==> src/rtl/mem_port_arbiter_pkg.sv <==
// Shared types for the unified memory port arbiter: arbitration mode, FSM states,
// and a width helper for grant indices.
package mem_port_arbiter_pkg;

  typedef enum logic {ARB_FIXED, ARB_RR} lc3b_arb_mode;

  typedef enum logic {ST_IDLE, ST_BUSY} arb_state_t;

  function automatic int unsigned idx_width(input int unsigned n);
    return (n > 1) ? $clog2(n) : 1;
  endfunction

endpackage

==> src/rtl/mem_port_arbiter_if.sv <==
// Bundle of requester-side and memory-side signals around the arbiter.
// slave = arbiter view; master = requesters plus downstream memory.
interface mem_port_arbiter_if
  import mem_port_arbiter_pkg::*;
#(
  parameter int unsigned NUM_PORTS  = 2,
  parameter int unsigned DATA_WIDTH = 16
);
  localparam int unsigned IDX_W = idx_width(NUM_PORTS);
  localparam int unsigned BE_W  = DATA_WIDTH / 8;

  logic [NUM_PORTS-1:0]            req_read;
  logic [NUM_PORTS-1:0]            req_write;
  logic [NUM_PORTS*DATA_WIDTH-1:0] req_addr;
  logic [NUM_PORTS*DATA_WIDTH-1:0] req_wdata;
  logic [NUM_PORTS*BE_W-1:0]       req_byte_en;
  logic [NUM_PORTS-1:0]            req_resp;
  logic [DATA_WIDTH-1:0]           req_rdata;
  logic                            mem_read;
  logic                            mem_write;
  logic [DATA_WIDTH-1:0]           mem_addr;
  logic [DATA_WIDTH-1:0]           mem_wdata;
  logic [BE_W-1:0]                 mem_byte_en;
  logic                            mem_resp;
  logic [DATA_WIDTH-1:0]           mem_rdata;
  logic                            busy;
  logic [IDX_W-1:0]                grant_id;

  modport slave (
    input  req_read, req_write, req_addr, req_wdata, req_byte_en, mem_resp, mem_rdata,
    output req_resp, req_rdata, mem_read, mem_write, mem_addr, mem_wdata, mem_byte_en,
           busy, grant_id
  );

  modport master (
    output req_read, req_write, req_addr, req_wdata, req_byte_en, mem_resp, mem_rdata,
    input  req_resp, req_rdata, mem_read, mem_write, mem_addr, mem_wdata, mem_byte_en,
           busy, grant_id
  );

endinterface

==> src/rtl/mem_port_arbiter_picker.sv <==
// Combinational rotating priority picker: first requester strictly after start,
// wrapping to 0; start = NUM_PORTS-1 gives plain lowest-index-wins priority.
module arb_priority_picker #(
  parameter int unsigned NUM_PORTS = 2,
  parameter int unsigned IDX_W     = 1
) (
  input  logic [NUM_PORTS-1:0] req,
  input  logic [IDX_W-1:0]     start,
  output logic [NUM_PORTS-1:0] winner,
  output logic [IDX_W-1:0]     win_idx,
  output logic                 valid
);

  always_comb begin
    int unsigned cand;
    cand    = 0;
    winner  = '0;
    win_idx = '0;
    valid   = 1'b0;
    for (int unsigned k = 1; k <= NUM_PORTS; k++) begin
      cand = (32'(start) + k) % NUM_PORTS;
      if (!valid && req[cand]) begin
        valid        = 1'b1;
        winner[cand] = 1'b1;
        win_idx      = IDX_W'(cand);
      end
    end
  end

endmodule

==> src/rtl/mem_port_arbiter.sv <==
// N-requester arbiter folding split pipeline memory ports onto one unified port;
// one transaction in flight, response steered only to the granted port.
module mem_port_arbiter
  import mem_port_arbiter_pkg::*;
#(
  parameter int unsigned  NUM_PORTS  = 2,
  parameter int unsigned  DATA_WIDTH = 16,
  parameter lc3b_arb_mode ARB_MODE   = ARB_FIXED
) (
  input logic               clk,
  input logic               rst,
  mem_port_arbiter_if.slave bus
);

  localparam int unsigned IDX_W = idx_width(NUM_PORTS);
  localparam int unsigned BE_W  = DATA_WIDTH / 8;
  localparam logic [IDX_W-1:0] LAST_IDX = IDX_W'(NUM_PORTS - 1);

  arb_state_t state, state_next;
  logic [IDX_W-1:0]     grant_id;
  logic [IDX_W-1:0]     rr_ptr;
  logic [NUM_PORTS-1:0] req_any;
  logic [NUM_PORTS-1:0] pick_onehot;
  logic [IDX_W-1:0]     pick_idx;
  logic                 pick_valid;
  logic [IDX_W-1:0]     pick_start;
  logic                 in_busy;

  logic                  g_read;
  logic                  g_write;
  logic [DATA_WIDTH-1:0] g_addr;
  logic [DATA_WIDTH-1:0] g_wdata;
  logic [BE_W-1:0]       g_byte_en;

  assign req_any    = bus.req_read | bus.req_write;
  assign pick_start = (ARB_MODE == ARB_RR) ? rr_ptr : LAST_IDX;
  assign in_busy    = (state == ST_BUSY);

  arb_priority_picker #(
    .NUM_PORTS (NUM_PORTS),
    .IDX_W     (IDX_W)
  ) u_picker (
    .req     (req_any),
    .start   (pick_start),
    .winner  (pick_onehot),
    .win_idx (pick_idx),
    .valid   (pick_valid)
  );

  always_ff @(posedge clk) begin
    if (rst) begin
      state    <= ST_IDLE;
      grant_id <= '0;
      rr_ptr   <= LAST_IDX;
    end else begin
      state <= state_next;
      if (state == ST_IDLE && pick_valid)
        grant_id <= pick_idx;
      if (in_busy && bus.mem_resp)
        rr_ptr <= grant_id;
    end
  end

  always_comb begin
    state_next = state;
    unique case (state)
      ST_IDLE: if (pick_valid)   state_next = ST_BUSY;
      ST_BUSY: if (bus.mem_resp) state_next = ST_IDLE;
      default: state_next = ST_IDLE;
    endcase
  end

  // Grant is held until mem_resp, so the mux follows the owner's live inputs.
  always_comb begin
    g_read    = 1'b0;
    g_write   = 1'b0;
    g_addr    = '0;
    g_wdata   = '0;
    g_byte_en = '0;
    for (int unsigned i = 0; i < NUM_PORTS; i++) begin
      if (grant_id == IDX_W'(i)) begin
        g_read    = bus.req_read[i];
        g_write   = bus.req_write[i];
        g_addr    = bus.req_addr[i*DATA_WIDTH +: DATA_WIDTH];
        g_wdata   = bus.req_wdata[i*DATA_WIDTH +: DATA_WIDTH];
        g_byte_en = bus.req_byte_en[i*BE_W +: BE_W];
      end
    end
  end

  // A write wins over an illegal simultaneous read on the same port.
  always_comb begin
    bus.busy        = in_busy;
    bus.grant_id    = grant_id;
    bus.mem_write   = in_busy & g_write;
    bus.mem_read    = in_busy & g_read & ~g_write;
    bus.mem_addr    = in_busy ? g_addr    : '0;
    bus.mem_wdata   = in_busy ? g_wdata   : '0;
    bus.mem_byte_en = in_busy ? g_byte_en : '0;
    bus.req_rdata   = bus.mem_rdata;
    bus.req_resp    = '0;
    if (in_busy && bus.mem_resp)
      bus.req_resp[grant_id] = 1'b1;
  end

  logic unused_onehot;
  assign unused_onehot = ^pick_onehot;

endmodule
==> src/flat_wrapper.sv <==
// flat-port wrapper written by rule: the top's interface ports become plain ports
module mem_port_arbiter_flat import mem_port_arbiter_pkg::*;
#(
  parameter int unsigned  NUM_PORTS  = 2,
  parameter int unsigned  DATA_WIDTH = 16,
  parameter lc3b_arb_mode ARB_MODE   = ARB_FIXED
)
  (clk, rst, bus_req_read, bus_req_write, bus_req_addr, bus_req_wdata, bus_req_byte_en, bus_mem_resp, bus_mem_rdata, bus_req_resp, bus_req_rdata, bus_mem_read, bus_mem_write, bus_mem_addr, bus_mem_wdata, bus_mem_byte_en, bus_busy, bus_grant_id);
  mem_port_arbiter_if #(.NUM_PORTS(NUM_PORTS), .DATA_WIDTH(DATA_WIDTH)) bus_i ();
  input logic clk;
  input logic rst;
  input wire logic [$bits(bus_i.req_read)-1:0] bus_req_read;
  input wire logic [$bits(bus_i.req_write)-1:0] bus_req_write;
  input wire logic [$bits(bus_i.req_addr)-1:0] bus_req_addr;
  input wire logic [$bits(bus_i.req_wdata)-1:0] bus_req_wdata;
  input wire logic [$bits(bus_i.req_byte_en)-1:0] bus_req_byte_en;
  input wire logic [$bits(bus_i.mem_resp)-1:0] bus_mem_resp;
  input wire logic [$bits(bus_i.mem_rdata)-1:0] bus_mem_rdata;
  output wire logic [$bits(bus_i.req_resp)-1:0] bus_req_resp;
  output wire logic [$bits(bus_i.req_rdata)-1:0] bus_req_rdata;
  output wire logic [$bits(bus_i.mem_read)-1:0] bus_mem_read;
  output wire logic [$bits(bus_i.mem_write)-1:0] bus_mem_write;
  output wire logic [$bits(bus_i.mem_addr)-1:0] bus_mem_addr;
  output wire logic [$bits(bus_i.mem_wdata)-1:0] bus_mem_wdata;
  output wire logic [$bits(bus_i.mem_byte_en)-1:0] bus_mem_byte_en;
  output wire logic [$bits(bus_i.busy)-1:0] bus_busy;
  output wire logic [$bits(bus_i.grant_id)-1:0] bus_grant_id;
  assign bus_i.req_read = bus_req_read;
  assign bus_i.req_write = bus_req_write;
  assign bus_i.req_addr = bus_req_addr;
  assign bus_i.req_wdata = bus_req_wdata;
  assign bus_i.req_byte_en = bus_req_byte_en;
  assign bus_i.mem_resp = bus_mem_resp;
  assign bus_i.mem_rdata = bus_mem_rdata;
  assign bus_req_resp = bus_i.req_resp;
  assign bus_req_rdata = bus_i.req_rdata;
  assign bus_mem_read = bus_i.mem_read;
  assign bus_mem_write = bus_i.mem_write;
  assign bus_mem_addr = bus_i.mem_addr;
  assign bus_mem_wdata = bus_i.mem_wdata;
  assign bus_mem_byte_en = bus_i.mem_byte_en;
  assign bus_busy = bus_i.busy;
  assign bus_grant_id = bus_i.grant_id;
  mem_port_arbiter #(.NUM_PORTS(NUM_PORTS), .DATA_WIDTH(DATA_WIDTH), .ARB_MODE(ARB_MODE)) u_core (.clk(clk), .rst(rst), .bus(bus_i));
endmodule
==> config.mk <==
export PLATFORM = sky130hd
export DESIGN_NAME = mem_port_arbiter_flat
export DESIGN_NICKNAME = d
export VERILOG_FILES = /design/src/rtl/mem_port_arbiter_pkg.sv /design/src/rtl/mem_port_arbiter_if.sv /design/src/rtl/mem_port_arbiter_picker.sv /design/src/rtl/mem_port_arbiter.sv /design/src/flat_wrapper.sv
export SDC_FILE = /design/constraint.sdc
export NUM_CORES = 1
export LEC_CHECK = 0
export ABC_AREA = 0
export BUFFER_PORTS_ARGS = -buffer_cell sky130_fd_sc_hd__buf_4
export CAP_MARGIN = 20
export CELL_PAD_IN_SITES_DETAIL_PLACEMENT = 0
export CELL_PAD_IN_SITES_GLOBAL_PLACEMENT = 1
export CORE_UTILIZATION = 17
export DETAILED_ROUTE_END_ITERATION = 10
export PLACE_DENSITY_LB_ADDON = 0.1
export SYNTH_ARGS = -nofsm -noshare
export SYNTH_HDL_FRONTEND = slang
export SYNTH_HIERARCHICAL = 1
export SYNTH_SLANG_ARGS = --single-unit
==> constraint.sdc <==
create_clock -name clk -period 1.3 [get_ports clk]
set_input_delay 0.065 -clock clk [delete_from_list [all_inputs] [get_ports clk]]
set_output_delay 0.065 -clock clk [all_outputs]
set_load 0.005 [all_outputs]
==> reports/results.tsv <==
stage	metric	value	unit
worst_setup_path	reg2reg setup slack	400	ps
power_and_ir_drop	internal power	0.000666	W
power_and_ir_drop	Combinational Power Share	66.1	%
clock_network	maximum clock path buffer count	2	
worst_setup_path	Critical Path Start Type	register	
clock_network	Post-CTS Setup Repair Bufs	0	
yosys	post-synthesis average cell area	8.34	um2
clock_network	clk sinks	2	
global_route	pin count of the biggest net entering global routing	29	
clock_network	H-tree levels	1	
run	total of max-cap violations	0	
sta	Final min period	1250	ps
worst_setup_path	CP peak stage delay	400	ps
power_and_ir_drop	Leak	0.881	nW
layout	ant diodes	0	
global_route	vias in the first global route	1110	
sta	final slew viol count	0	
power_and_ir_drop	pwr/cell area	506	nW/um2
clock_network	CTS buffer count	3	
sta	RSZ-0062 raised after global routing	true	
sta	fmax	798	MHz
placed_design	Port Buffers	114	
layout	Final nets	305	
power_and_ir_drop	Clk pwr share	25.7	%
yosys	Ys Warns	6	
routing	via count	1122	
placed_design	Post-DP HPWL	2600	um
power_and_ir_drop	Pwr Total	0.000922	W
global_route	initial antenna violation count	0	
die	initial core utilization	18.2	%
die	Die Span X	76.8	um
layout	final core occ	34.8	%
routing	via/cell ratio	3.98	
worst_setup_path	buffers plus inverters on the worst setup path	2	
power_and_ir_drop	Seq pwr share	8.2	%
yosys	synthesized area	951	um2
worst_setup_path	critical path peak fanout	13	
layout	fraction of layout cells with a size suffix above 1	60.8	%
sta	Setup TNS	0	ps
clock_network	Root Driver	clkbuf_8	
layout	synthesis-to-finish area growth	91.7	%
clock_network	clock-pin transition on the worst setup and hold timing paths	30	ps
worst_setup_path	CP endpoint kind	output pin	
die	Die Y	76.8	um
worst_setup_path	CP cell instances	buf_12 > mux2i_2 > nor2b_1 > buf_4	
yosys	Syn Nets	205	
power_and_ir_drop	sw power	0.000256	W
hold_path	Hold/Removal Path Class	in2reg	
worst_setup_path	Req. time, crit path	1240	ps
placed_design	GP Congestion	0.687	
sta	crit share post-route	96.3	%
worst_setup_path	crit path kind	reg2out	
routing	DRC	0	
yosys	synthesized instance count	114	
global_route	first-pass GRT wire length	4890	um
worst_setup_path	Largest delay share family, worst path	flip-flops	
die	I/O Pins	147	
routing	DRT antenna net count	0	
status	status	completed	
die	Core ar.	5240	um2
routing	First DRT Iteration DRCs	16	
clock_network	Worst-Skew Late Latency	210	ps
global_route	GRT Overall Usage	10.1	%
global_route	grt ovf	0	
worst_setup_path	slowest cell on the critical path	dfxtp_4	
power_and_ir_drop	VDD IR-drop max	0.000175	V
routing	routed wire length	3410	um
sta	Clock Skew	0.521	ps
sta	Fin. Hold Viols	0	
power_and_ir_drop	Switching Share	27.8	%
die	Row Count	26	
die	die area	5900	um2
worst_setup_path	arrival time at the worst endpoint	1190	ps
clock_network	CTS tree	done	
routing	TritonRoute pass-1 iters	2	
sta	final setup violating endpoints	0	
routing	WL/cell	12.1	um
layout by cell type (no fill, tap or decap), drive strengths merged:
| master | n |
|---|---|
| nand4b | 1 |
| and3 | 1 |
| nand2b | 1 |
| or2 | 3 |
| o21ai | 1 |
| nand4bb | 2 |
| nor2b | 36 |
| conb | 1 |
| clkbuf | 5 |
| a21boi | 1 |
| mux2i | 35 |
| a211oi | 1 |
| nor2 | 2 |
| nand2 | 2 |
| dfxtp | 2 |
| buf | 118 |
metal layers:
metal  vias to the layer above  track usage, %  wire length, um
li1                        563               -                -
met1                       481            9.53             1210
met2                        62            19.8             1810
met3                        16            2.14              295
met4                         0            5.96               95
met5                         -               0                0
repair_timing:
item | in CTS | in global routing
hold endpoints to repair | 0 | 0
gates cloned | 0 | 2
hold buffers | 0 | 0
endpoints found under the setup margin | 1 | 18
resized for setup | 1 | 5
sequential cells by signal (all words and copies together) (netlist names):
register             count
u_core/bus.busy          1
u_core/bus.grant_id      1
layout make-up:
cell class / instances / area, um2
Timing Repair Buffer: 120 / 961
Fill cell: 547 / 3410
Tap cell: 70 / 87.6
Sequential cell: 2 / 43.8
Multi-Input combinational cell: 87 / 689
Clock buffer: 3 / 41.3
stage by stage:
step                      worst slack [ps]  hold WS [ps]  std cells  instance area (um2)
after CTS                             30.4          31.0        280                 1750
final                                 47.7          34.1        282                 1820
after floorplan                        381           138        114                  951
after detailed placement               183           130        277                 1710
after global placement                 216           130        277                 1710
after global routing                 -29.5          33.7        282                 1820
power groups by stage:
stage	Sequential, W	Clock (W)	Combinational (W)
CTS	0.0000716	0.000245	0.000584
global route	0.0000765	0.000253	0.000660
floorplan	0.0000733	0	0.000313
detailed placement	0.0000718	0	0.000581
global placement	0.0000718	0	0.000570
finish	0.0000757	0.000237	0.000609
worst paths after layout:
path | start | to | depth (start not counted)
min | rst | u_core/bus.busy | 2
max | u_core/bus.grant_id | bus_mem_addr[14] | 4
max reg2reg | u_core/bus.busy | u_core/bus.grant_id | 3
min reg2reg | u_core/bus.busy | u_core/bus.busy | 2
Note: power is estimated with default switching activity, not from simulation.
